--- src/rtl/present_pkg.sv ---
// Shared PRESENT primitives: S-box layers, bit permutation, FSM state codes and key widths.
// Inverse primitives exist only when PRESENT_DECRYPT_EN is defined.
package present_pkg;

   localparam int unsigned BLK_W    = 64;
   localparam int unsigned RC_W     = 5;
   localparam int unsigned KEY_W80  = 80;
   localparam int unsigned KEY_W128 = 128;

   localparam logic [1:0] S_IDLE   = 2'd0;
   localparam logic [1:0] S_KEYGEN = 2'd1;
   localparam logic [1:0] S_RUN    = 2'd2;
   localparam logic [1:0] S_DONE   = 2'd3;

   function automatic logic [3:0] sbox4(input logic [3:0] x);
      logic [3:0] y;
      case (x)
         4'h0:    y = 4'hC;
         4'h1:    y = 4'h5;
         4'h2:    y = 4'h6;
         4'h3:    y = 4'hB;
         4'h4:    y = 4'h9;
         4'h5:    y = 4'h0;
         4'h6:    y = 4'hA;
         4'h7:    y = 4'hD;
         4'h8:    y = 4'h3;
         4'h9:    y = 4'hE;
         4'hA:    y = 4'hF;
         4'hB:    y = 4'h8;
         4'hC:    y = 4'h4;
         4'hD:    y = 4'h7;
         4'hE:    y = 4'h1;
         default: y = 4'h2;
      endcase
      return y;
   endfunction

   function automatic logic [BLK_W-1:0] sbox_layer(input logic [BLK_W-1:0] x);
      logic [BLK_W-1:0] y;
      y = '0;
      for (int i = 0; i < 16; i++) y[4*i +: 4] = sbox4(x[4*i +: 4]);
      return y;
   endfunction

   // Bit i moves to position 16*i mod 63; bit 63 stays put.
   function automatic logic [BLK_W-1:0] player(input logic [BLK_W-1:0] x);
      logic [BLK_W-1:0] y;
      y = '0;
      for (int i = 0; i < 63; i++) y[6'((i * 16) % 63)] = x[i];
      y[63] = x[63];
      return y;
   endfunction

`ifdef PRESENT_DECRYPT_EN
   function automatic logic [3:0] sbox4_inv(input logic [3:0] x);
      logic [3:0] y;
      case (x)
         4'h0:    y = 4'h5;
         4'h1:    y = 4'hE;
         4'h2:    y = 4'hF;
         4'h3:    y = 4'h8;
         4'h4:    y = 4'hC;
         4'h5:    y = 4'h1;
         4'h6:    y = 4'h2;
         4'h7:    y = 4'hD;
         4'h8:    y = 4'hB;
         4'h9:    y = 4'h4;
         4'hA:    y = 4'h6;
         4'hB:    y = 4'h3;
         4'hC:    y = 4'h0;
         4'hD:    y = 4'h7;
         4'hE:    y = 4'h9;
         default: y = 4'hA;
      endcase
      return y;
   endfunction

   function automatic logic [BLK_W-1:0] sbox_layer_inv(input logic [BLK_W-1:0] x);
      logic [BLK_W-1:0] y;
      y = '0;
      for (int i = 0; i < 16; i++) y[4*i +: 4] = sbox4_inv(x[4*i +: 4]);
      return y;
   endfunction

   function automatic logic [BLK_W-1:0] player_inv(input logic [BLK_W-1:0] x);
      logic [BLK_W-1:0] y;
      y = '0;
      for (int i = 0; i < 63; i++) y[i] = x[6'((i * 16) % 63)];
      y[63] = x[63];
      return y;
   endfunction
`endif

endpackage

--- src/rtl/present_key_schedule.sv ---
// Combinational PRESENT key-register update (80/128-bit) plus round-key extraction.
// With PRESENT_DECRYPT_EN a direction input selects the inverse update.
module present_key_schedule
   import present_pkg::*;
#(
   parameter int unsigned KEY_WIDTH = 128
)
(
   input  logic [KEY_WIDTH-1:0] keyreg,
   input  logic [RC_W-1:0]      rc,
`ifdef PRESENT_DECRYPT_EN
   input  logic                 direction,
`endif
   output logic [KEY_WIDTH-1:0] key_nx_c,
   output logic [BLK_W-1:0]     rkey_c
);

   localparam int unsigned KW    = KEY_WIDTH;
   localparam int unsigned RC_LO = (KEY_WIDTH == KEY_W80) ? 15 : 62;

   if (!(KEY_WIDTH == KEY_W80 || KEY_WIDTH == KEY_W128)) begin : g_bad_width
      $error("present_key_schedule: KEY_WIDTH must be 80 or 128");
   end

   logic [KW-1:0] fwd;

   // Forward step: rotate left 61, S-box the top nibble(s), fold in the round counter.
   always_comb begin
      fwd = {keyreg[KW-62:0], keyreg[KW-1:KW-61]};
      fwd[KW-1 -: 4] = sbox4(fwd[KW-1 -: 4]);
      if (KW == KEY_W128) fwd[KW-5 -: 4] = sbox4(fwd[KW-5 -: 4]);
      fwd[RC_LO +: RC_W] = fwd[RC_LO +: RC_W] ^ rc;
   end

`ifdef PRESENT_DECRYPT_EN
   logic [KW-1:0] inv_pre;

   // Inverse step undoes the forward step in reverse order, ending with rotate right 61.
   always_comb begin
      inv_pre = keyreg;
      inv_pre[RC_LO +: RC_W] = inv_pre[RC_LO +: RC_W] ^ rc;
      inv_pre[KW-1 -: 4] = sbox4_inv(inv_pre[KW-1 -: 4]);
      if (KW == KEY_W128) inv_pre[KW-5 -: 4] = sbox4_inv(inv_pre[KW-5 -: 4]);
   end

   assign key_nx_c = direction ? {inv_pre[60:0], inv_pre[KW-1:61]} : fwd;
`else
   assign key_nx_c = fwd;
`endif

   assign rkey_c = keyreg[KW-1 -: BLK_W];

endmodule

--- src/rtl/present_cipher_core.sv ---
// Iterative round-per-cycle PRESENT cipher with valid/ready handshakes, one block in flight.
// Optional decryption (mode port, KEYGEN state) is built when PRESENT_DECRYPT_EN is defined.
module present_cipher_core
   import present_pkg::*;
#(
   parameter int unsigned KEY_WIDTH = 128,
   parameter int unsigned ROUNDS    = 31
)
(
   input  logic                 clk,
   input  logic                 rst_n,
   input  logic                 in_valid,
   output logic                 in_ready,
   input  logic [BLK_W-1:0]     plaintext,
   input  logic [KEY_WIDTH-1:0] key,
`ifdef PRESENT_DECRYPT_EN
   input  logic                 mode,
`endif
   output logic                 out_valid,
   input  logic                 out_ready,
   output logic [BLK_W-1:0]     ciphertext,
   output logic                 busy
);

   localparam int unsigned       KW      = KEY_WIDTH;
   localparam logic [RC_W-1:0]   RC_LAST = RC_W'(ROUNDS);

   if (ROUNDS < 1 || ROUNDS > 31) begin : g_bad_rounds
      $error("present_cipher_core: ROUNDS must be in 1..31");
   end

   logic [1:0]       st_q, st_nx;
   logic [RC_W-1:0]  rc_q, rc_nx;
   logic [BLK_W-1:0] blk_q, blk_nx;
   logic [KW-1:0]    key_q, key_nx;
   logic [KW-1:0]    ks_key_c;
   logic [BLK_W-1:0] ks_rkey_c;
   logic [BLK_W-1:0] enc_rnd_c;
   logic [BLK_W-1:0] last_rk_c;

`ifdef PRESENT_DECRYPT_EN
   logic             dec_q, dec_nx;
   logic             ks_dir_c;
   logic [BLK_W-1:0] dec_rnd_c;

   assign ks_dir_c  = (st_q == S_RUN) && dec_q;
   assign dec_rnd_c = sbox_layer_inv(player_inv(blk_q ^ ks_rkey_c));
`endif

   present_key_schedule #(
      .KEY_WIDTH (KEY_WIDTH)
   ) u_ks (
      .keyreg    (key_q),
      .rc        (rc_q),
`ifdef PRESENT_DECRYPT_EN
      .direction (ks_dir_c),
`endif
      .key_nx_c  (ks_key_c),
      .rkey_c    (ks_rkey_c)
   );

   // Round datapath; last_rk_c is the key the next step produces (whitening key on the final round).
   assign enc_rnd_c = player(sbox_layer(blk_q ^ ks_rkey_c));
   assign last_rk_c = ks_key_c[KW-1 -: BLK_W];

   always_comb begin
      st_nx  = st_q;
      rc_nx  = rc_q;
      blk_nx = blk_q;
      key_nx = key_q;
`ifdef PRESENT_DECRYPT_EN
      dec_nx = dec_q;
`endif
      case (st_q)
         S_IDLE: begin
            if (in_valid && in_ready) begin
               blk_nx = plaintext;
               key_nx = key;
               rc_nx  = RC_W'(1);
`ifdef PRESENT_DECRYPT_EN
               dec_nx = mode;
               st_nx  = mode ? S_KEYGEN : S_RUN;
`else
               st_nx  = S_RUN;
`endif
            end
         end
`ifdef PRESENT_DECRYPT_EN
         // Walk the forward schedule to K(ROUNDS+1); rc stays at ROUNDS for the inverse rounds.
         S_KEYGEN: begin
            key_nx = ks_key_c;
            if (rc_q == RC_LAST) st_nx = S_RUN;
            else                 rc_nx = rc_q + RC_W'(1);
         end
`endif
         S_RUN: begin
            key_nx = ks_key_c;
`ifdef PRESENT_DECRYPT_EN
            if (dec_q) begin
               blk_nx = dec_rnd_c;
               if (rc_q == RC_W'(1)) begin
                  blk_nx = dec_rnd_c ^ last_rk_c;
                  st_nx  = S_DONE;
               end else begin
                  rc_nx = rc_q - RC_W'(1);
               end
            end else
`endif
            begin
               blk_nx = enc_rnd_c;
               if (rc_q == RC_LAST) begin
                  blk_nx = enc_rnd_c ^ last_rk_c;
                  st_nx  = S_DONE;
               end else begin
                  rc_nx = rc_q + RC_W'(1);
               end
            end
         end
         S_DONE: begin
            if (out_ready) begin
               st_nx = S_IDLE;
               rc_nx = '0;
            end
         end
         default: st_nx = S_IDLE;
      endcase
   end

   // State and outputs registered together; outputs derive from the next state.
   always_ff @(posedge clk or negedge rst_n) begin
      if (!rst_n) begin
         st_q       <= S_IDLE;
         rc_q       <= '0;
         blk_q      <= '0;
         key_q      <= '0;
         in_ready   <= 1'b1;
         out_valid  <= 1'b0;
         busy       <= 1'b0;
         ciphertext <= '0;
`ifdef PRESENT_DECRYPT_EN
         dec_q      <= 1'b0;
`endif
      end else begin
         st_q       <= st_nx;
         rc_q       <= rc_nx;
         blk_q      <= blk_nx;
         key_q      <= key_nx;
         in_ready   <= (st_nx == S_IDLE);
         out_valid  <= (st_nx == S_DONE);
         busy       <= (st_nx != S_IDLE);
         ciphertext <= (st_nx == S_DONE) ? blk_nx : '0;
`ifdef PRESENT_DECRYPT_EN
         dec_q      <= dec_nx;
`endif
      end
   end

endmodule
--- config.mk ---
export PLATFORM = sky130hd
export DESIGN_NAME = present_cipher_core
export DESIGN_NICKNAME = d
export VERILOG_FILES = /design/src/rtl/present_pkg.sv /design/src/rtl/present_key_schedule.sv /design/src/rtl/present_cipher_core.sv
export SDC_FILE = /design/constraint.sdc
export NUM_CORES = 1
export LEC_CHECK = 0
export ABC_CLOCK_PERIOD_IN_PS = 5200
export BUFFER_PORTS_ARGS = -buffer_cell sky130_fd_sc_hd__buf_2
export CORE_MARGIN = 2
export CORE_UTILIZATION = 61
export DETAILED_ROUTE_END_ITERATION = 12
export PLACE_DENSITY = 0.91
export REMOVE_ABC_BUFFERS = 1
export SETUP_SLACK_MARGIN = 0.05
export SYNTH_ARGS = -nofsm -noshare
export SYNTH_HDL_FRONTEND = slang
export SYNTH_SLANG_ARGS = --single-unit
--- constraint.sdc ---
create_clock -name clk -period 5.2 [get_ports clk]
set_input_delay 0.78 -clock clk [delete_from_list [all_inputs] [get_ports clk]]
set_output_delay 0.78 -clock clk [all_outputs]
set_load 0.1 [all_outputs]
# ---- Word level (Yosys, flattened, before mapping)
# Memory sizes are Yosys's and may differ from the RTL's.
# Cells that the tools add are included.
dict set report totals {
  n_memories 18
  regBits 266
  romBits 1152
  input_bits 196
}
# memory words width read_ports rd_clocked_by_memory_dff write_ports line_no
set memory_table {}
lappend memory_table {{(name not given)} 16 4 1 0 0 present_pkg.sv:17} ;# case (x)
lappend memory_table {{(name not given)} 16 4 1 0 0 present_pkg.sv:17}
lappend memory_table {{(name not given)} 16 4 1 0 0 present_pkg.sv:17}
lappend memory_table {{(name not given)} 16 4 1 0 0 present_pkg.sv:17}
lappend memory_table {{(name not given)} 16 4 1 0 0 present_pkg.sv:17}
lappend memory_table {{(name not given)} 16 4 1 0 0 present_pkg.sv:17}
lappend memory_table {{12 more memories} - - - - - -}
dict set report op_classes {
  addsub 1
  n_eq_ne 7
  n_reduce_logical 8
  bitwise_logic 3
  mux 14
}
# op n
set op_table {}
lappend op_table {{$pmux W128 S2} 1}
lappend op_table {{$mux W64} 3}
lappend op_table {{$mux W128} 1}
lappend op_table {{$pmux W64 S2} 1}
lappend op_table {{$xor A64 B64 Y64} 2}
lappend op_table {{$mux W5} 3}
lappend op_table {{$pmux W5 S3} 1}
lappend op_table {{$eq A2 B2 Y1 const B} 3}
lappend op_table {{$mux W2} 3}
lappend op_table {{$ne A2 B2 Y1 const B} 3}
lappend op_table {{$pmux W2 S3} 1}
lappend op_table {{$add A5 B1 Y5 const B} 1}
lappend op_table {{$eq A5 B5 Y1 const B} 1}
lappend op_table {{$xor A5 B5 Y5} 1}
lappend op_table {{$logic_not A2 Y1} 2}
lappend op_table {{$reduce_and A4 Y1} 1}
lappend op_table {{$reduce_bool A2 Y1} 2}
lappend op_table {{$reduce_bool A3 Y1} 1}
lappend op_table {{$reduce_and A2 Y1} 1}
lappend op_table {{$logic_and A1 B1 Y1} 1}

# ---- Depth between registers and ports, before layout
# Gate-level depths: netlist of the first run.
# An unclocked memory read counts as a cell.
dict set report logic_depth {
  depth_word 6
  mapped_depth 10
  mapped_depth_nobuf 8
}

# ---- Hierarchy
# From an unflattened synthesis of the first run, not the netlist that was laid out.
dict set report hier_totals {
  hier_cells 1542
  hier_area_um2 15597.5
}
# mod n_inst area_per_inst_um2 cells_each
set by_module_without_submodules {}
lappend by_module_without_submodules {present_cipher_core 1 13845.8 1322}
lappend by_module_without_submodules {present_key_schedule 1 1751.7 220}

# ---- Worst setup path before layout of the first run
# OpenSTA, ideal clock, no wires.
dict set report synth_path {
  kind {flip-flop to flip-flop}
  startpoint {register rc_q[0]}
  endpoint {register blk_q[61]}
  path_stages_with_launch 10
  arrival_time_ns 1.991
  period_less_slack_ns 2.122
  path_slack_ns 3.078
  path_cell_list {dfrtp_1 -> ha_1 -> and3_1 -> ha_1 -> buf_2 -> and3b_1 -> clkbuf_1 -> buf_2 -> a222oi_1 -> inv_1}
}
dict set report synth_via {
  elab_chain_len 3
}
# element line_no
set synth_lines {}
lappend synth_lines {{start: declaration} present_cipher_core.sv:33} ;# logic [RC_W-1:0] rc_q, rc_nx;
lappend synth_lines {{start signal: assignment} present_cipher_core.sv:145} ;# rc_q <= rc_nx;
lappend synth_lines {{$eq A5 B5 Y1} present_cipher_core.sv:111} ;# if (rc_q == RC_LAST) begin
lappend synth_lines {{$mux W64} present_cipher_core.sv:111}
lappend synth_lines {{$pmux W64 S2} present_cipher_core.sv:74} ;# case (st_q)
lappend synth_lines {{named net blk_nx[61]} present_cipher_core.sv:34} ;# logic [BLK_W-1:0] blk_q, blk_nx;
lappend synth_lines {{end signal: assignment} present_cipher_core.sv:146} ;# blk_q <= blk_nx;
lappend synth_lines {{end: declaration} present_cipher_core.sv:34}
# The timed path passes the listed nets, and every way through them passes these cells.
# A chain may end at the register's enable or synchronous reset.

# ---- Final worst setup path of the first run
dict set report layout_path {
  startpoint {register rc_q[0]}
  endpoint {register ciphertext[0]}
}
dict set report layout_via {
  elab_chain_len 5
  word_cells_on_any_way 7
  classes_between {eq/ne (2); mux (5)}
}
# element line_no
set layout_lines {}
lappend layout_lines {{$eq A5 B5 Y1 *} present_cipher_core.sv:111}
lappend layout_lines {{$mux W2} present_cipher_core.sv:111}
lappend layout_lines {{$pmux W2 S3} present_cipher_core.sv:74}
lappend layout_lines {{$eq A2 B2 Y1} present_cipher_core.sv:151} ;# ciphertext <= (st_nx == S_DONE) ? blk_nx : '0;
lappend layout_lines {{$mux W64 *} present_cipher_core.sv:151}
lappend layout_lines {{end signal: assignment} present_cipher_core.sv:151}
lappend layout_lines {{end: declaration} present_cipher_core.sv:21} ;# output logic [BLK_W-1:0] ciphertext,
# Every way passes the cells marked *; elsewhere a longest branch is shown, timed or not.

==> impl_metrics.tcl, run 1 <==
set metrics [dict create \
    status "finished clean" \
    grt_pass1_wl_mm 75.60 \
    io_pins 263 \
    io_buffers 262 \
    post_drt_via_cell_ratio 6.732 \
    syn-cell-area_um2 14880 \
    vias 14440 \
    hpwl_mm 31.09 \
    fmax_mhz 295.1 \
    synth_area_leaders "dfrtp_1 (45%), o22ai_1 (7.7%), a21oi_1 (5.9%)" \
    row_count 57 \
    synth-seq-cells 266 \
    finClkSkew_ns 0.009893 \
    pwr-share-seq 0.289 \
    leakage_nw 7.970 \
    p_int_mw 7.075 \
    r2r_start "rc_q[0]" \
    pre_cts_ws_ns 1.956 \
    syn_inst 1605 \
    layout-drive-gt1-share 0.2181 \
    post-route-util 0.7190 \
    coreArea_um2 24110 \
    track_usage 0.3725 \
    cts_hold_buffers 0 \
    cap_violations 0 \
    antenna_found_initial 1 \
    wl_mm 48.32 \
    regArea_um2 6660 \
    ff2ff_path_depth 8 \
    gr-total-overflow 0 \
    setup_viol 0 \
    sw_frac_of_total 0.4725 \
    fillers 1725 \
    grt_pass1_vias 14160 \
    async_flop_share 1.000 \
    fin_crit_sh 0.6517 \
    drtIter0Drc 1961 \
    yosysTopAreaCell "dfrtp_1" \
    ys_seq_area_frac 0.4476 \
    p_comb_frac 0.551 \
    die_height_um 160.2 \
    layout_setup_ws_ns 1.811 \
    cts_setup_buffers 0 \
    start_util 0.6171 \
    synth_top_area_frac 0.4458 \
    cts_buffers 28 \
    synth_flop_cell "dfrtp_1" \
    cp-end-kind "register" \
    required_ns 5.67 \
    drtAntennaViolNets 0 \
    postCtsResizedCells 0 \
    cts_max_level 1 \
    relSlewSlack 0.03930 \
    nNetsFinal 2039 \
    die_w_um 160.2 \
    multi_input_area_um2 7627 \
    rr_endpoint "ciphertext[0]" \
    arrival_ns 3.86 \
    area_growth_pct 16.52 \
    cts_tree "yes" \
    cts_sinks 266 \
    clock_power_share 0.160 \
    slew_viol_final 0 \
    worst_slew_pin_slew_ns 1.436 \
    wire_per_inst_um 22.53 \
    rsz0062_at_grt "no" \
    ir_drop_uv 428.2 \
    hp-class "primary input to async pin" \
    r2r_setup_slack_ns 1.81 \
    die_area_um2 25650 \
    critPathMaxFanout 38 \
    grt_max_degree 112 \
    cts-root-buf "clkbuf_16" \
    syn_avg_cell_area_um2 9.268 \
    critPathKind "register to register" \
    drc 0 \
    first_pass_iters 6 \
    clk_pin_slew_ns 0.06 \
    cp-start-kind "register" \
    finalHoldViolCount 0 \
    gp_congestion 0.9012 \
    period_needed_ns 3.389 \
    clk_latency_ns 0.56 \
    cts_buffer_depth 3 \
    power_density_nw_per_um2 773.9 \
    holdWs_ns 0.2653 \
    p_sw_mw 6.338 \
    synth-edff-count 0 \
    synth.distinct_cells 64 \
    ys_warn_count 0 \
]
-- critical path, stage by stage (launching register included) --
cell,delay [ns]
dfrtp_1,0.43
ha_1,0.22
and3_1,0.17
ha_2,0.78
and3b_2,1.04
nand3_1,0.15
o22ai_1,0.19
a21oi_1,0.08
a31oi_1,0.21
-- registers in the layout (all words and copies together), names as in the netlist --
signal / count
key_q: 128
blk_q: 64
ciphertext: 64
rc_q: 5
st_q: 2
busy: 1
in_ready: 1
out_valid: 1
-- worst max-delay path by stage --
stage	start	to	slack [ns]
global route	rc_q[0]	ciphertext[0]	1.71
floorplan	st_q[0]	blk_q[12]	-0.87
detailed placement	rc_q[0]	ciphertext[0]	1.96
CTS	rc_q[0]	ciphertext[0]	1.94
global placement	rc_q[0]	ciphertext[0]	2.07
finish	rc_q[0]	ciphertext[0]	1.81
-- kinds of logic (layout without fill, tap and decap cells) --
family / count (synthesis) / count (layout) / synth area share
AND/OR/NAND/NOR: 443 / 443 / 0.1365
other: 0 / 1 / 0
multiplexers: 30 / 30 / 0.03701
buffers and inverters: 167 / 382 / 0.04365
AO/OA/AOI/OAI: 548 / 548 / 0.2242
adder cells (fa/ha/maj): 45 / 45 / 0.03785
flip-flops: 266 / 266 / 0.4476
XOR/XNOR: 106 / 106 / 0.07326
-- area by class of cell --
type	instances	area share
clock buffers	41	0.04966
repair buffers	279	0.08359
diodes	1	0.0001444
well taps	324	0.02339
flip-flops and latches	266	0.3842
clock inverters	11	0.007652
multi-input cells	1172	0.4400
inverters	51	0.01126
-- layer usage --
layer  routed length (um)  part of all wire  track usage
met5                   13           0.00027            0
met4                 3087             0.064       0.2162
met3                 6143              0.13      0.08208
met2                21730              0.45       0.5748
met1                17340              0.36       0.4893
-- synthesized netlist by cell type, drive strengths merged, types with 5 or more instances --
master / instances
inv: 51
o22ai: 182
dfrtp: 265
ha: 45
clkbuf: 82
a22o: 6
o21ai: 51
a21oi: 177
and3b: 9
nor4b: 12
nor2: 97
mux4: 20
and2: 7
o31ai: 15
buf: 34
nand3: 9
a21boi: 8
a222oi: 5
xnor2: 65
and3: 22
xor2: 41
a22oi: 43
nor3: 64
mux2i: 10
nand2: 200
a31oi: 35
-- stage by stage --
| step | area, um^2 | power [mW] | TNS, ns | cells |
|---|---|---|---|---|
| final | 17330 | 13.41 | 0 | 2145 |
| after global routing | 17330 | 14.19 | 0 | 2144 |
| after CTS | 17330 | 13.20 | 0 | 2144 |
| after detailed placement | 16340 | 10.98 | 0 | 2092 |
| after global placement | 16340 | 10.50 | 0 | 2092 |
| after floorplan | 14420 | 9.077 | -88.55 | 1489 |
-- power by group through the flow --
stage	Clock, mW	Combinational [mW]	Sequential [mW]
5_1_grt	2.23	8.01	3.95
6_report	2.15	7.39	3.88
2_1_floorplan	0	5.11	3.97
4_1_cts	2.15	7.22	3.83
3_5_place_dp	0	7.13	3.85
3_3_place_gp	0	6.71	3.79
-- layout by cell type, fill, tap and decap left out, types with 49 or more instances in the layout --
cell type  instances
o21ai_0           49
nand2_1          197
dfrtp_1          263
nor2_1            95
xnor2_1           58
a21oi_1          175
o22ai_1          182
nor3_1            61
buf_2            261
(Power assumes the default switching activity.)
==> run 2: changes to the inputs <==
Settings changed: ABC_AREA set to 1, ABC_CLOCK_PERIOD_IN_PS 5200 to 2830, CORE_UTILIZATION 61 to 51, PLACE_DENSITY 0.91 to 0.82.
Clock period 5.2 ns to 2.83 ns, I/O delays scaled along.
==> impl_metrics.tcl, run 2 <==
set metrics [dict create \
    status "finished clean" \
    finalHoldViolCount 0 \
    hp-class "primary input to register" \
    synth_area_leaders "dfrtp_1 (44%), nand2_1 (13%), inv_1 (8.8%)" \
    path_cells "ha_1 > inv_1 > nor3_1 > ha_1 > buf_4 > nand2_1 > xor2_1 > inv_1 > nand2_1 > nand3_1 > a21oi_1" \
    syn-cell-area_um2 14930 \
    p_sw_mw 9.738 \
    synth_top_area_frac 0.4442 \
    finalPower_mw 20.82 \
    hpwl_mm 31.42 \
    vias 14220 \
    cts-root-buf "clkbuf_16" \
    syn_avg_cell_area_um2 7.783 \
    wire_per_inst_um 17.70 \
    gp_congestion 0.9257 \
    ir_drop_uv 560.4 \
    arrival_ns 2.89 \
    clk_latency_ns 0.55 \
    r2r_start "rc_q[1]" \
    power_density_nw_per_um2 1183 \
    synth-edff-count 0 \
    antenna_found_initial 6 \
    clk_pin_slew_ns 0.06 \
    tns_ns 0 \
    cp-start-kind "register" \
    io_buffers 262 \
    synth-seq-cells 266 \
    placedCellCount 2497 \
    final_area_um2 17600 \
    critPathMaxFanout 34 \
    rsz0062_at_grt "no" \
    start_util 0.5187 \
    fmax_mhz 414.7 \
    syn_inst 1918 \
    fin_crit_sh 0.8521 \
    setup_viol 0 \
    required_ns 3.31 \
    ys_warn_count 0 \
    grt_pass1_vias 14000 \
    row_count 62 \
    track_usage 0.2931 \
    cts_sinks 266 \
    wl_mm 45.19 \
    pwr-share-seq 0.292 \
    synthTopCellsByCount "nand2_1 (533), inv_1 (350), dfrtp_1 (265), nand3_1 (154), a221oi_1 (99)" \
    p_int_mw 11.09 \
    regMostFlops "key_q" \
    die_area_um2 30650 \
    synth.distinct_cells 34 \
    io_pins 263 \
    ff2ff_path_depth 11 \
    cts_tree "yes" \
    drtAntennaViolNets 0 \
    holdPathStages 3 \
    mostFrequentLayoutCell "nand2_1" \
    nNetsFinal 2386 \
    cts_max_level 1 \
    cts_buffer_depth 3 \
    die_height_um 175.1 \
    path_buf_inv 3 \
    hp-start "plaintext[53]" \
    coreArea_um2 28780 \
    drtIter0Drc 1095 \
    cp_slowest_cell "buf_4" \
    ys_seq_area_frac 0.4460 \
    cp-end-kind "register" \
    post_drt_via_cell_ratio 5.570 \
    max_stage_delay_ns 0.45 \
    yosysTopAreaCell "dfrtp_1" \
    sw_frac_of_total 0.4676 \
    largest_register_ffs 128 \
    period_needed_ns 2.411 \
    cts_buffers 29 \
    cap_violations 0 \
    layout_common_cells "nand2_1 (533), inv_1 (350), dfrtp_1 (264)" \
    largestRegisters "key_q: 128 flops, blk_q: 64 flops, ciphertext: 64 flops" \
    cp_top_family "buffers and inverters" \
    first_pass_iters 5 \
    synth_flop_cell "dfrtp_1" \
    drc 0 \
    clock_power_share 0.182 \
    relSlewSlack 0.4839 \
    die_w_um 175.1 \
    postCtsResizedCells 0 \
    leakage_nw 9.738 \
    yosysMostFrequentCell "nand2_1" \
    place_area_um2 16640 \
    rr_endpoint "ciphertext[2]" \
    holdWs_ns 0.1024 \
    area_growth_pct 17.91 \
    gr-total-overflow 0 \
    hold_end "blk_q[53]" \
    slew_viol_final 0 \
    grt_pass1_wl_mm 71.61 \
    finClkSkew_ns 0.009644 \
    r2r_setup_slack_ns 0.42 \
    grt_max_degree 142 \
    worst_slew_pin_slew_ns 0.7741 \
    async_flop_share 1.000 \
    p_comb_frac 0.526 \
    final_cells 2553 \
    layout-drive-gt1-share 0.1704 \
    critPathKind "register to register" \
]
[run 2: worst reg2reg max path, cell delays in order (launching register included)]
cell and delay (ns):
dfrtp_1 0.44, ha_1 0.22, inv_1 0.06, nor3_1 0.21
ha_1 0.23, buf_4 0.45, nand2_1 0.13, xor2_1 0.21
inv_1 0.06, nand2_1 0.06, nand3_1 0.10, a21oi_1 0.18
[run 2: how the worst max path moves through the flow]
stage	to	from	slack [ns]	cells past startpoint
after global routing	ciphertext[2]	rc_q[1]	0.20	11
final	ciphertext[2]	rc_q[1]	0.42	11
after CTS	ciphertext[2]	rc_q[1]	0.46	11
after detailed placement	ciphertext[1]	rc_q[1]	0.48	11
after global placement	ciphertext[6]	rc_q[0]	0.58	12
after floorplan	rc_q[3]	st_q[0]	-3.79	9
[run 2: per-layer routing]
| metal | vias up | GRT usage | share of wire |
|---|---|---|---|
| met2 | 681 | 0.4674 | 0.46 |
| met5 | - | 0 | 0.00075 |
| met1 | 6701 | 0.3943 | 0.42 |
| li1 | 6720 | - | - |
| met3 | 112 | 0.05875 | 0.087 |
| met4 | 6 | 0.1156 | 0.036 |
[run 2: kinds of logic after synthesis]
logic type / after synthesis / share of synthesized area
simple gates: 860 / 0.2385
buf+inv: 446 / 0.1167
compound gates: 274 / 0.1453
flops: 266 / 0.4460
fa+ha+maj: 45 / 0.03772
xor+xnor: 27 / 0.01584
[run 2: layout make-up]
cell class	instances	area [um^2]
multi-input cells	1206	6536
clock inverters	12	115.1
repair buffers	285	1634
clock buffers	40	827.0
fillers	2490	11180
well taps	384	480.5
flip-flops and latches	266	6659
inverters	357	1343
diodes	3	7.507
[run 2: metrics by stage]
stage | utilization | setup slack, ns
floorplan | - | -3.786
global placement | 0.5783 | 0.5821
detailed placement | 0.5783 | 0.4829
CTS | 0.6113 | 0.4601
global route | 0.6114 | 0.2043
finish | 0.6116 | 0.4187
[run 2: timing repair]
action,4_1_cts,5_1_grt
hold buffers,1,0
endpoints found under the hold margin,51,0
buffers inserted,0,0
[run 2: power by group through the flow]
stage | Sequential (mW) | Clock (mW) | Combinational [mW]
final | 6.08 | 3.79 | 11.0
after global routing | 6.22 | 3.99 | 12.4
after CTS | 6.05 | 3.83 | 10.9
after detailed placement | 6.10 | 0 | 10.8
after global placement | 6.05 | 0 | 10.2
after floorplan | 6.02 | 0 | 7.78
